<file path="src/rtl/serial_adder_pkg.sv">
// serial_adder_pkg: shared state encoding and elaboration helpers
// for the digit-serial adder (clog2, counter width, W/D legality).
package serial_adder_pkg;

  typedef enum logic [1:0] {
    S_IDLE = 2'd0,
    S_RUN  = 2'd1,
    S_DONE = 2'd2
  } state_t;

  function automatic int clog2(input int v);
    int r;
    r = 0;
    for (int i = 0; i < 31; i++)
      if ((1 << r) < v) r++;
    return r;
  endfunction

  function automatic int cnt_w(input int n);
    return (clog2(n) < 1) ? 1 : clog2(n);
  endfunction

  function automatic bit wd_ok(input int w, input int d);
    return (d >= 1) && (d <= w) && ((w % d) == 0);
  endfunction

endpackage

</file>
<file path="src/rtl/serial_adder_add_digit.sv">
// add_digit: D-bit ripple of full-adder cells.
// Ports: a, b, ci in; s (sum digit), co (carry out), cm (carry into MSB).
module add_digit #(
  parameter int D = 2
) (
  input  logic [D-1:0] a,
  input  logic [D-1:0] b,
  input  logic         ci,
  output logic [D-1:0] s,
  output logic         co,
  output logic         cm
);

  always_comb begin
    logic [D:0] c;
    c    = '0;
    s    = '0;
    c[0] = ci;
    for (int i = 0; i < D; i++) begin
      s[i]   = a[i] ^ b[i] ^ c[i];
      c[i+1] = (a[i] & b[i]) | (c[i] & (a[i] ^ b[i]));
    end
    co = c[D];
    cm = c[D-1];
  end

endmodule

</file>
<file path="src/rtl/serial_adder.sv">
// serial_adder: W-bit add over W/D cycles, D bits/cycle, LSB first.
// Ports: clk, rst_b, start, x, y, ci (+sub with SERIAL_ADDER_SUB_EN)
// in; busy, done, z, co, ovf out.
module serial_adder
  import serial_adder_pkg::*;
#(
  parameter int W = 8,
  parameter int D = 2
) (
  input  logic         clk,
  input  logic         rst_b,
  input  logic         start,
  input  logic [W-1:0] x,
  input  logic [W-1:0] y,
  input  logic         ci,
`ifdef SERIAL_ADDER_SUB_EN
  input  logic         sub,
`endif
  output logic         busy,
  output logic         done,
  output logic [W-1:0] z,
  output logic         co,
  output logic         ovf
);

  localparam int N  = W / D;
  localparam int CW = cnt_w(N);

  if (!wd_ok(W, D)) begin : g_bad_wd
    $error("serial_adder: W must be a multiple of D");
  end

  state_t         st, st_nxt;
  logic [W-1:0]   xs, ys, zs, z_nxt, y_ld;
  logic           cr;
  logic [CW-1:0]  cnt;
  logic [D-1:0]   sd;
  logic           dco, dcm;
  logic           acc, last;

`ifdef SERIAL_ADDER_SUB_EN
  // ~y with carry-in ci gives x - y - ~ci
  assign y_ld = sub ? ~y : y;
`else
  assign y_ld = y;
`endif

  assign acc  = start && (st != S_RUN);
  assign last = (cnt == CW'(N - 1));
  assign busy = (st == S_RUN);
  assign done = (st == S_DONE);

  add_digit #(.D(D)) u_dig (
    .a  (xs[D-1:0]),
    .b  (ys[D-1:0]),
    .ci (cr),
    .s  (sd),
    .co (dco),
    .cm (dcm)
  );

  // New digit enters the sum register at the MSB end
  if (D == W) begin : g_full
    assign z_nxt = sd;
  end else begin : g_part
    assign z_nxt = {sd, zs[W-1:D]};
  end

  always_comb begin
    st_nxt = st;
    unique case (st)
      S_IDLE:  if (start) st_nxt = S_RUN;
      S_RUN:   if (last)  st_nxt = S_DONE;
      S_DONE:  st_nxt = start ? S_RUN : S_IDLE;
      default: st_nxt = S_IDLE;
    endcase
  end

  always_ff @(posedge clk or negedge rst_b) begin
    if (!rst_b) st <= S_IDLE;
    else        st <= st_nxt;
  end

  always_ff @(posedge clk or negedge rst_b) begin
    if (!rst_b) begin
      xs  <= '0;
      ys  <= '0;
      zs  <= '0;
      cr  <= 1'b0;
      cnt <= '0;
      z   <= '0;
      co  <= 1'b0;
      ovf <= 1'b0;
    end else if (acc) begin
      xs  <= x;
      ys  <= y_ld;
      cr  <= ci;
      cnt <= '0;
    end else if (st == S_RUN) begin
      xs  <= xs >> D;
      ys  <= ys >> D;
      zs  <= z_nxt;
      cr  <= dco;
      cnt <= cnt + 1'b1;
      if (last) begin
        z   <= z_nxt;
        co  <= dco;
        ovf <= dcm ^ dco;
      end
    end
  end

endmodule

</file>
<file path="config.mk">
export PLATFORM = sky130hd
export DESIGN_NAME = serial_adder
export DESIGN_NICKNAME = d
export VERILOG_FILES = /design/src/rtl/serial_adder_pkg.sv /design/src/rtl/serial_adder_add_digit.sv /design/src/rtl/serial_adder.sv
export SDC_FILE = /design/constraint.sdc
export NUM_CORES = 1
export LEC_CHECK = 0
export ABC_AREA = 1
export BUFFER_PORTS_ARGS = -buffer_cell sky130_fd_sc_hd__buf_4
export CELL_PAD_IN_SITES_DETAIL_PLACEMENT = 0
export CELL_PAD_IN_SITES_GLOBAL_PLACEMENT = 1
export CORE_ASPECT_RATIO = 0.7
export CORE_MARGIN = 1
export CORE_UTILIZATION = 43
export DETAILED_ROUTE_END_ITERATION = 12
export PLACE_DENSITY_LB_ADDON = 0.2
export RECOVER_POWER = 100
export SYNTH_ARGS = -nofsm -noshare
export SYNTH_HDL_FRONTEND = slang
export SYNTH_SLANG_ARGS = --single-unit
export TNS_END_PERCENT = 20
</file>
<file path="constraint.sdc">
create_clock -name clk -period 4.6 [get_ports clk]
set_clock_uncertainty 0.15 [all_clocks]
set_input_delay 0.23 -clock clk [delete_from_list [all_inputs] [get_ports clk]]
set_output_delay 0.23 -clock clk [all_outputs]
set_load 0.02 [all_outputs]
</file>
==> results.cfg <==
[run_status]
status = finished with violations
violations = max-capacitance violations, max-slew violations

[floorplan]
die_w_um = 76.33
start_util_pct = 46.15
core-area_mm2 = 0.003603
rows = 18
die_h_um = 54.03
num_io_pins = 32
die_area_mm2 = 0.004124

[drt]
drtIter0Drc = 73
first_pass_iters = 5
wire_per_inst_um = 12.23
routed_wl_um = 3241
drtAntennaViolNets = 0
vias_per_cell = 4.898
dr_total_vias = 1298
post-route-drc-count = 0

[clock_tree]
worstSkewPairLatency_ps = 280
cts_tree = done
cts-buffers-inserted = 5
root_buffer = clkbuf_8
cts.path.max_buffers = 2
clk_pin_slew_worst_paths_ps = 60
cts_setup_buffers = 0
post_cts_resized = 0
clock-sinks = 37
htree_levels = 2

[logic_synthesis]
yosysMostFrequentCell = nand2_1
ys_ff_latch = 37
syn_area_mm2 = 0.001663
synth.top_cell.area_share_pct = 55.68
synthCells = 187
avgSynthCellArea_um2 = 8.892
yosys.area.top_type = dfrtp_1
seq_area_frac_synth_pct = 55.68
synth_fp_nets = 210
synth_top_flop_cell = dfrtp_1
yosysUniqueCellTypes = 17
synth_common_cells = nand2_1 (58), nand3_1 (49), dfrtp_1 (37)
yosys_warnings = 0
async_reset_ff_share_pct = 100.0
synth.area.top_cells = dfrtp_1 (56%), nand3_1 (15%), nand2_1 (13%), inv_1 (2.9%), buf_6 (2.7%)
synth_edf_count = 0

[setup_path]
required_ps = 4660
path_class = register to register
r2r_slack_ps = 2010
setup.worst_path.start_class = register
reg2reg_from = st[1]
arrival_ps = 2650
rr_worst_depth = 5
end_kind = register
endpoint = ovf
crit_start = st[1]
rr_endpoint = ovf
cp_max_fo = 47

[placed_design]
place_hpwl_um = 2126
dp_slack_ps = 2480
portBuffers = 31
place_congestion = 0.7529

[global_routing]
grtUsageTotal_pct = 16.85
grt_max_degree = 48
antenna_found_initial = 0
grt_overflow = 0
grt_pass1_vias = 1170
grt_pass1_wl_um = 5306

[cells_and_area]
layout.nets = 237
finish.utilization_pct = 52.78
diodes = 0
syn_to_final_growth_pct = 14.37
drive_gt1_share_pct = 11.63

[timing]
report.final.slew_viol_count = 38
min_period_ps = 2590
slew_headroom_pct = -27.97
rsz0062_at_grt = false
hold_violations = 0
post-route-period-util_pct = 56.29
setup_tns_ps = 0
setup_violations = 0
finalWorstSetupSlack_ps = 2010
max_clock_freq_mhz = 386.2
worstMarginPinSlew_ps = 1920

[power_and_ir_drop]
intPower_w = 0.0007349
pwr_density_cell_mw_per_mm2 = 661.1
ir_worst_vdd_uv = 337.5
swShare_pct = 41.54
fin_total_pwr_w = 0.001257
p_clk_share_pct = 16.7
power_frac_seq_pct = 43.6
p_sw_w = 0.0005223
combPwrFrac_pct = 39.7
p_leak_nw = 0.9747

[hold_path]
hold_path.class = input port to register

[job]
max_cap_viol_count = 1
power by group through the flow:
| stage | Clock, W | Combinational (W) | Sequential [W] |
|---|---|---|---|
| 2_1_floorplan | 0 | 0.000397 | 0.000587 |
| 3_3_place_gp | 0 | 0.000536 | 0.000548 |
| 3_5_place_dp | 0 | 0.000550 | 0.000555 |
| 4_1_cts | 0.000219 | 0.000552 | 0.000550 |
| 5_1_grt | 0.000234 | 0.000570 | 0.000567 |
| 6_report | 0.000210 | 0.000499 | 0.000548 |
final cells by class:
| type | instances | area [um^2] |
|---|---|---|
| Inverter | 15 | 56.30 |
| Multi-Input combinational cell | 123 | 583.1 |
| Tap cell | 50 | 62.56 |
| Sequential cell | 37 | 925.9 |
| Fill cell | 355 | 1702 |
| Clock buffer | 8 | 80.08 |
| Timing Repair Buffer | 32 | 193.9 |
worst max-delay path: stages, from the launching register on:
cell,delay (ps)
dfrtp_1,380
inv_1,70
nand2_1,780
nor2_1,920
nand2_1,120
nand2_1,100
routing by layer:
layer | track usage, % | up-vias | wire [um]
li1 | - | 650 | -
met1 | 22.23 | 617 | 1657
met2 | 27.48 | 29 | 1420
met3 | 4.915 | 2 | 148
met4 | 4.808 | 0 | 14
met5 | 0 | - | 0
through the flow:
step                      instances  area (um^2)  hold WS [ps]
after CTS                       265         1956         27.20
after detailed placement        256         1866         71.29
after global placement          256         1866         62.56
after global routing            265         1902         28.63
after floorplan                 187         1663        -215.6
final                           265         1902         33.90
how the worst min path moves through the flow:
stage,slack [ps],end,depth (start not counted),startpoint
CTS,30,xs[6],3,x[6]
floorplan,-220,cnt[0],0,rst_b
global placement,60,zs[5],1,rst_b
detailed placement,70,z[3],1,rst_b
global route,30,xs[2],3,x[2]
finish,30,xs[7],3,x[7]
flip-flops by register name, summed over array words and instances, names as in the netlist:
signal / flops
ovf: 1
ys: 8
zs: 6
cnt: 2
st: 2
xs: 8
co: 1
cr: 1
z: 8
cell usage in the layout, fill, tap and decap left out, drive strengths merged:
cell         Yosys  final
inv             15     14
dfrtp           37     37
clkbuf           0     21
dlygate4sd3      0      1
nand3           49     49
buf             12     18
fa               2      2
nand2           60     60
o21ai            7      7
nor2             3      3
o22ai            1      1
ha               1      1
clkinv           0      1
cells by family after synthesis:
group           synth area share [%]
simple gates                   29.72
flops                          55.68
buf+inv                        8.954
compound gates                 2.483
fa+ha+maj                      3.160
what timing repair did:
action,4_1_cts,5_1_grt
endpoints found under the hold margin,37,0
endpoints found under the setup margin,0,0
hold buffers,1,0
Note: power is estimated with default switching activity, not from simulation.
